===== config.mk =====
export PLATFORM = sky130hd
export DESIGN_NAME = clk_div_ctrl
export DESIGN_NICKNAME = d
export VERILOG_FILES = /design/src/rtl/clk_div_ctrl.sv
export SDC_FILE = /design/constraint.sdc
export NUM_CORES = 1
export LEC_CHECK = 0
export BUFFER_PORTS_ARGS = -buffer_cell sky130_fd_sc_hd__buf_2
export CAP_MARGIN = 20
export CORE_MARGIN = 10
export CORE_UTILIZATION = 40
export DETAILED_ROUTE_END_ITERATION = 12
export GPL_TIMING_DRIVEN = 1
export PLACE_DENSITY = 0.6
export SLEW_MARGIN = 20
export SYNTH_ARGS = -nofsm -noshare
export SYNTH_HDL_FRONTEND = slang
export SYNTH_SLANG_ARGS = --single-unit

===== constraint.sdc =====
create_clock -name clk -period 3.61 [get_ports clk]
set_input_delay 0.1805 -clock clk [delete_from_list [all_inputs] [get_ports clk]]
set_output_delay 0.1805 -clock clk [all_outputs]
set_load 0.005 [all_outputs]

===== src/rtl/clk_div_ctrl.sv =====
// Run-time fabric clock prescaler: ratio changes and stops are deferred to the
// end of a full scaled-clock period. Optional CLK_DIV_CTRL_PERIOD_CNT_EN adds period_cnt.
module clk_div_ctrl #(
  parameter int unsigned DIV_W = 8
) (
  input  logic             clk,
  input  logic             rst_n,
  input  logic             cfg_valid,
  output logic             cfg_ready,
  input  logic             cfg_en,
  input  logic [DIV_W-1:0] cfg_div,
  output logic             scaled_clk,
  output logic             rise_tick,
`ifdef CLK_DIV_CTRL_PERIOD_CNT_EN
  output logic [15:0]      period_cnt,
`endif
  output logic             busy
);

  typedef enum logic {
    OFF = 1'b0,
    RUN = 1'b1
  } state_e;

  state_e           state_q, state_d;
  logic [DIV_W-1:0] cnt_q, cnt_d;
  logic [DIV_W-1:0] div_q, div_d;
  logic [DIV_W-1:0] pend_div_q, pend_div_d;
  logic             pend_vld_q, pend_vld_d;
  logic             pend_en_q, pend_en_d;
  logic             sclk_q, sclk_d;
  logic             rise_q, rise_d;
  logic             rst_n_q;
  logic             accept;
  logic             wrap;
  logic             boundary;

  assign cfg_ready  = rst_n_q & ~pend_vld_q;
  assign accept     = cfg_valid & cfg_ready;
  assign wrap       = (state_q == RUN) && (cnt_q == div_q);
  // A boundary is the falling toggle, i.e. the end of a complete low+high period.
  assign boundary   = wrap & sclk_q;
  assign scaled_clk = sclk_q;
  assign rise_tick  = rise_q;
  assign busy       = (state_q == RUN);

  always_comb begin
    state_d    = state_q;
    cnt_d      = cnt_q;
    div_d      = div_q;
    pend_vld_d = pend_vld_q;
    pend_en_d  = pend_en_q;
    pend_div_d = pend_div_q;
    sclk_d     = sclk_q;
    rise_d     = 1'b0;

    unique case (state_q)
      OFF: begin
        if (accept && cfg_en) begin
          state_d = RUN;
          div_d   = cfg_div;
          cnt_d   = '0;
          sclk_d  = 1'b0;
        end
      end
      RUN: begin
        if (wrap) begin
          cnt_d  = '0;
          sclk_d = ~sclk_q;
          rise_d = ~sclk_q;
          if (boundary && pend_vld_q) begin
            pend_vld_d = 1'b0;
            if (pend_en_q) begin
              div_d = pend_div_q;
            end else begin
              state_d = OFF;
              sclk_d  = 1'b0;
            end
          end
        end else begin
          cnt_d = cnt_q + DIV_W'(1);
        end
        // cfg_ready is low while a request is pending, so this never collides
        // with the pending-apply above.
        if (accept) begin
          pend_vld_d = 1'b1;
          pend_en_d  = cfg_en;
          pend_div_d = cfg_div;
        end
      end
      default: state_d = OFF;
    endcase
  end

  always_ff @(posedge clk) begin
    if (!rst_n) begin
      state_q    <= OFF;
      cnt_q      <= '0;
      div_q      <= '0;
      pend_vld_q <= 1'b0;
      pend_en_q  <= 1'b0;
      pend_div_q <= '0;
      sclk_q     <= 1'b0;
      rise_q     <= 1'b0;
      rst_n_q    <= 1'b0;
    end else begin
      state_q    <= state_d;
      cnt_q      <= cnt_d;
      div_q      <= div_d;
      pend_vld_q <= pend_vld_d;
      pend_en_q  <= pend_en_d;
      pend_div_q <= pend_div_d;
      sclk_q     <= sclk_d;
      rise_q     <= rise_d;
      rst_n_q    <= 1'b1;
    end
  end

`ifdef CLK_DIV_CTRL_PERIOD_CNT_EN
  logic [15:0] pcnt_q;

  always_ff @(posedge clk) begin
    if (!rst_n) begin
      pcnt_q <= '0;
    end else if (boundary) begin
      pcnt_q <= pcnt_q + 16'd1;
    end
  end

  assign period_cnt = pcnt_q;
`endif

endmodule


==> impl_metrics.csv, run 1 <==
group,metric,value,unit
logic_synthesis,synth_adder_area_share,0.8929,%
hold_path,hold_path.class,"input port to register",
critical_path,worst-setup-path-type,"register to register",
critical_path,r2r_start,"busy",
logic_synthesis,synth_ff_type,"dfxtp_1",
clocking,clock_latency,0.33,ns
logic_synthesis,muxShareOfSynthArea,6.429,%
global_routing,grt_max_degree,21,
flow_run,cap_violations,0,
logic_synthesis,ys_warn_count,0,
drt,via_count,1096,
drt,vias_per_cell,5.121,
critical_path,required,3.84,ns
placed_design,dp_hpwl,2059,um
global_routing,gr-total-overflow,0,
logic_synthesis,synth-simple-area-share,19.29,%
timing,finalCriticalPeriod,1.877,ns
timing,rsz0062_at_grt,"no",
global_routing,grt_pass1_wl,4823,um
global_routing,grt_pass1_vias,1061,
critical_path,reg2reg_to,"pend_vld_q",
clocking,clockBufferDepth,2,
critical_path,end_kind,"register",
logic_synthesis,syn_inst,150,
die,io_pins,16,
die,dieHeight,79.19,um
logic_synthesis,synth_top_family_by_area,"compound AO/OA/AOI/OAI gates",
finish,final_nets,180,
placed_design,post-place-ws,1.714,ns
hold_path,min_from,"cfg_div[4]",
run_status,outcome,"finished, final reports clean",
die,initial_core_util,41.67,%
clocking,post-cts-setup-buffers,0,
drt,wirelength,2700,um
finish,final_cell_mix,"dfxtp_1 (30), nand2_1 (27), buf_2 (15)",
clocking,clkTransAtPathRegs,0.10,ns
logic_synthesis,syn-num-nets,163,
clocking,root_buffer,"clkbuf_4",
timing,maxSlewViolCount,0,
clocking,cts.repair.resized,0,
power,power.density,392.6,mW/mm^2
critical_path,cp.arrival,2.11,ns
placed_design,place.gp.congestion,0.7876,
clocking,cts_tree,"done",
power,p_leak,0.5286,nW
die,placementRows,21,
placed_design,dpl_cell_area,0.001511,mm^2
logic_synthesis,synthXorXnorAreaFrac,5.625,%
clocking,numCtsBuffers,5,
timing,final-hold-violation-count,0,
logic_synthesis,synth_compound_area_share,21.96,%
timing,fin_skew,0.01229,ns
drt,drt-pass1-iter-count,4,
clocking,h-tree-depth,2,
timing,worst_pin_slew,0.8536,ns
timing,tns,0,ns
logic_synthesis,ys_async_sr_fraction,0,%
drt,final_antenna_net_count,0,
timing,fin_crit_sh,52.00,%
finish,fin_area,0.001575,mm^2
die,die_w,79.19,um
finish,layout_commonest_cell,"dfxtp_1",
placed_design,port_buffers,15,
finish,syn2layout_area_growth,12.41,%
timing,fmax,532.7,MHz
clocking,hold_buffers,0,
drt,drt-initial-drc-count,45,
timing,setup_viol,0,
clocking,clkSinkCount,30,
critical_path,crit_fanout,20,
global_routing,antenna_found_initial,0,
critical_path,r2r_cells,2,
timing,layout_setup_ws,1.733,ns
logic_synthesis,ys_types,35,
finish,layout-drive-gt1-share,19.64,%
power,vdd_ir_drop_max,0.1992,mV
logic_synthesis,synth-edff-count,0,
logic_synthesis,avgSynthCellArea,9.342,um^2
finish,antenna_cells,0,
critical_path,crit_path_start_kind,"register",
die,dieArea,0.006271,mm^2
timing,whs,0.1040,ns
global_routing,grt.total_usage,9.423,%
drt,drcViolationCount,0,
drt,routedWlPerCell,12.62,um
logic_synthesis,syn_area,0.001401,mm^2
logic_synthesis,yosysSeqAreaShare,42.86,%
critical_path,endpoint,"pend_vld_q",
logic_synthesis,ys_ff_latch,30,
critical_path,rrSetupSlack,1.73,ns
die,core,0.003363,mm^2
critical_path,crit_path_start,"busy",
timing,max-slew-margin-rel,43.02,%
[cell type report]
| class | count | area (um^2) |
|---|---|---|
| fill | 366 | 1788 |
| multi-input combinational | 110 | 759.5 |
| sequential | 30 | 600.6 |
| timing repair buffer | 15 | 75.07 |
| tap | 46 | 57.56 |
| clock buffer | 6 | 51.30 |
| inverter | 5 | 18.77 |
| clock inverter | 2 | 12.51 |
[flip-flops by register name (all words and copies together) (netlist names)]
signal,cells
pend_en_q,1
cnt_q,8
rst_n_q,1
rise_tick,1
pend_div_q,8
pend_vld_q,1
scaled_clk,1
div_q,8
busy,1
[critical path: stages, from the launching register on]
cell and delay, ns:
dfxtp_1 0.89, nand3_1 0.52, a41oi_1 0.39
[worst min-delay path by stage]
| stage | end | slack [ns] | cells after the start |
|---|---|---|---|
| 6_report | pend_div_q[4] | 0.10 | 3 |
| 5_1_grt | pend_div_q[7] | 0.08 | 3 |
| 3_3_place_gp | pend_div_q[5] | 0.44 | 3 |
| 3_5_place_dp | pend_div_q[1] | 0.45 | 3 |
| 2_1_floorplan | rst_n_q | 0.21 | 0 |
| 4_1_cts | pend_div_q[1] | 0.09 | 3 |
[synthesized netlist by cell type (2+ instances only)]
library cell,number,share of area [%]
or2_2,2,0.89
nand2_1,27,7.2
mux2i_1,9,6.4
or3_1,3,1.3
nand4_2,2,1.8
a21oi_1,4,1.4
o21ai_0,8,2.9
inv_1,5,1.3
o2bb2ai_1,8,5.0
a21boi_0,10,5.4
xnor2_1,8,5.0
dfxtp_1,30,43
and2_1,2,0.89
buf_2,3,1.1
and3_1,3,1.3
nand3_1,6,2.1
clkbuf_1,2,0.54
[metal layers]
layer	part of all wire, %	GRT usage [%]	vias up
li1	-	-	573
met1	49	11.12	503
met2	46	14.85	16
met3	3.7	4.167	4
met4	1.3	3.226	0
met5	0	0	-
[per-stage QoR]
stage	total power, mW	instances	util [%]
6_report	0.6184	214	46.84
5_1_grt	0.6596	214	46.84
4_1_cts	0.6298	214	46.84
3_5_place_dp	0.4180	206	44.94
3_3_place_gp	0.4168	206	44.94
2_1_floorplan	0.3975	150	-
[logic make-up (layout without fill, tap and decap cells)]
group | Yosys count | in the layout
AOI/OAI and AO/OA | 39 | 39
xor gates and xnor gates | 9 | 9
adders and majority gates | 1 | 1
buffers and inverters | 10 | 28
DFF | 30 | 30
muxes | 9 | 9
and+or+nand+nor | 52 | 52
[where the power goes]
group | internal, mW | switching, mW | leakage (nW) | total (mW)
sequential | 0.338 | 0.00928 | 0.243 | 0.347
clock | 0.0935 | 0.115 | 0.0343 | 0.209
combinational | 0.0277 | 0.0347 | 0.251 | 0.0623
total | 0.459 | 0.159 | 0.529 | 0.618
Power figures use the tool's default switching activity.
==> run 2: changes to the inputs <==
==> constraint.sdc (replaced) <==
create_clock -name clk -period 1.95 [get_ports clk]
set_input_delay 0.0975 -clock clk [delete_from_list [all_inputs] [get_ports clk]]
set_output_delay 0.0975 -clock clk [all_outputs]
set_load 0.005 [all_outputs]
==> run 2 against run 1 <==
Setup slack lost 1.3 ns. Critical endpoint is now cnt_q[6]. Largest power group unchanged. Core utilization is 1.6 points higher. Critical path type unchanged. Combinational power increased by 100%.
==> impl_metrics.csv, run 2 (same netlist as run 1, synthesis figures left out) <==
group,metric,value,unit
finish,layout-drive-gt1-share,20.35,%
finish,antenna_cells,0,
power,p_switching,0.3143,mW
die,dieArea,0.006271,mm^2
timing,fin_crit_sh,79.36,%
die,die_w,79.19,um
hold_path,hold_depth,3,
placed_design,place.gp.congestion,0.8421,
power,p_comb_share,9.9,%
critical_path,reg2reg_to,"cnt_q[6]",
die,initial_core_util,41.67,%
critical_path,r2r_start,"cnt_q[1]",
placed_design,dpl_cell_area,0.001526,mm^2
global_routing,grt.total_usage,9.998,%
die,io_pins,16,
clocking,cts_tree,"done",
drt,via_count,1112,
power,p_int,0.9510,mW
critical_path,r2r_cells,5,
power,clkPwrFrac,39.6,%
finish,syn2layout_area_growth,16.25,%
power,vdd_ir_drop_max,0.4716,mV
hold_path,hold_path.class,"input port to register",
global_routing,grt_max_degree,20,
drt,final_antenna_net_count,0,
critical_path,crit_fanout,5,
drt,drcViolationCount,0,
timing,setup_viol,0,
critical_path,end_kind,"register",
finish,fillerInstances,370,
timing,maxSlewViolCount,0,
timing,layout_setup_ws,0.4024,ns
critical_path,cpLargestDelayFamily,"simple AND/OR/NAND/NOR gates",
timing,fmax,646.2,MHz
critical_path,slowest_delay,0.45,ns
die,placementRows,21,
timing,whs,0.01211,ns
critical_path,cpMaxStageDelayCell,"dfxtp_1",
die,core,0.003363,mm^2
global_routing,grt_pass1_wl,5030,um
clocking,clkTransAtPathRegs,0.11,ns
drt,wirelength,2886,um
finish,final_cell_mix,"dfxtp_1 (30), nand2_1 (27), buf_2 (15)",
placed_design,dp_hpwl,2148,um
flow_run,cap_violations,0,
timing,finalCriticalPeriod,1.548,ns
timing,worst_pin_slew,0.4367,ns
clocking,numCtsBuffers,5,
critical_path,cp_num_buf_inv,0,
run_status,outcome,"finished, final reports clean",
critical_path,rrSetupSlack,0.40,ns
finish,final_nets,184,
critical_path,crit_path_start_kind,"register",
global_routing,gr-total-overflow,0,
finish,layout.cells.non_filler,218,
timing,final-hold-violation-count,0,
timing,max-slew-margin-rel,70.79,%
placed_design,port_buffers,15,
power,swShare,24.84,%
critical_path,cp.arrival,1.81,ns
drt,vias_per_cell,5.101,
power,p_leak,0.5507,nW
finish,final_util,48.44,%
clocking,clkSinkCount,30,
clocking,cts.repair.resized,0,
finish,reg.largest.list,"cnt_q x8, div_q x8, pend_div_q x8",
clocking,clock_latency,0.33,ns
timing,rsz0062_at_grt,"no",
clocking,clockBufferDepth,2,
timing,fin_skew,0.009817,ns
drt,drt-pass1-iter-count,4,
power,power.density,776.7,mW/mm^2
die,dieHeight,79.19,um
hold_path,hold_end,"pend_div_q[3]",
drt,drt-initial-drc-count,53,
drt,routedWlPerCell,13.24,um
clocking,h-tree-depth,2,
placed_design,dp.cells,208,
clocking,root_buffer,"clkbuf_4",
power,power.total,1.265,mW
timing,tns,0,ns
hold_path,min_from,"cfg_div[3]",
critical_path,crit_chain,"ha_1, nand3_1, or2_2, or3_1, o21ai_0",
critical_path,required,2.21,ns
global_routing,antenna_found_initial,0,
finish,fin_area,0.001629,mm^2
placed_design,post-place-ws,0.4178,ns
finish,layout_commonest_cell,"dfxtp_1",
power,power_frac_seq,50.5,%
critical_path,worst-setup-path-type,"register to register",
global_routing,grt_pass1_vias,1107,
==> run 2: metal layers <==
| layer | wire, um | part of all wire [%] | global-route usage (%) | vias to the layer above |
|---|---|---|---|---|
| met2 | 1396 | 48 | 16.39 | 14 |
| met4 | 19 | 0.66 | 3.226 | 0 |
| li1 | - | - | - | 576 |
| met5 | 0 | 0 | 0 | - |
| met1 | 1371 | 48 | 11.44 | 520 |
| met3 | 100 | 3.5 | 4.279 | 2 |
==> run 2: how the worst max path moves through the flow <==
stage	from	end	cells past startpoint
floorplan	cnt_q[0]	cnt_q[6]	5
global placement	cnt_q[1]	cnt_q[6]	5
detailed placement	cnt_q[1]	cnt_q[6]	5
CTS	cnt_q[1]	cnt_q[6]	5
global route	busy	cnt_q[4]	4
finish	cnt_q[1]	cnt_q[6]	5
==> run 2: final cells by class <==
class	instances	area, um^2	area share (%)
Multi-Input combinational cell	110	759.5	46.62
Sequential cell	30	600.6	36.87
Timing Repair Buffer	19	110.1	6.759
Tap cell	46	57.56	3.533
Clock inverter	3	45.04	2.765
Clock buffer	5	37.54	2.304
Inverter	5	18.77	1.152
==> run 2: what timing repair did <==
action,4_1_cts,5_1_grt
hold buffers,2,0
buffers inserted,0,0
endpoints found under the hold margin,2,0
==> run 2: worst register-to-register path, stage by stage, from the launching register on <==
cell,delay (ns)
dfxtp_1,0.45
ha_1,0.24
nand3_1,0.11
or2_2,0.32
or3_1,0.30
o21ai_0,0.07
==> run 2: power by group through the flow <==
stage	logic [mW]	clock network [mW]	registers (mW)
floorplan	0.0877	0	0.648
global placement	0.120	0	0.653
detailed placement	0.123	0	0.653
CTS	0.126	0.519	0.640
global route	0.140	0.543	0.642
finish	0.125	0.501	0.639
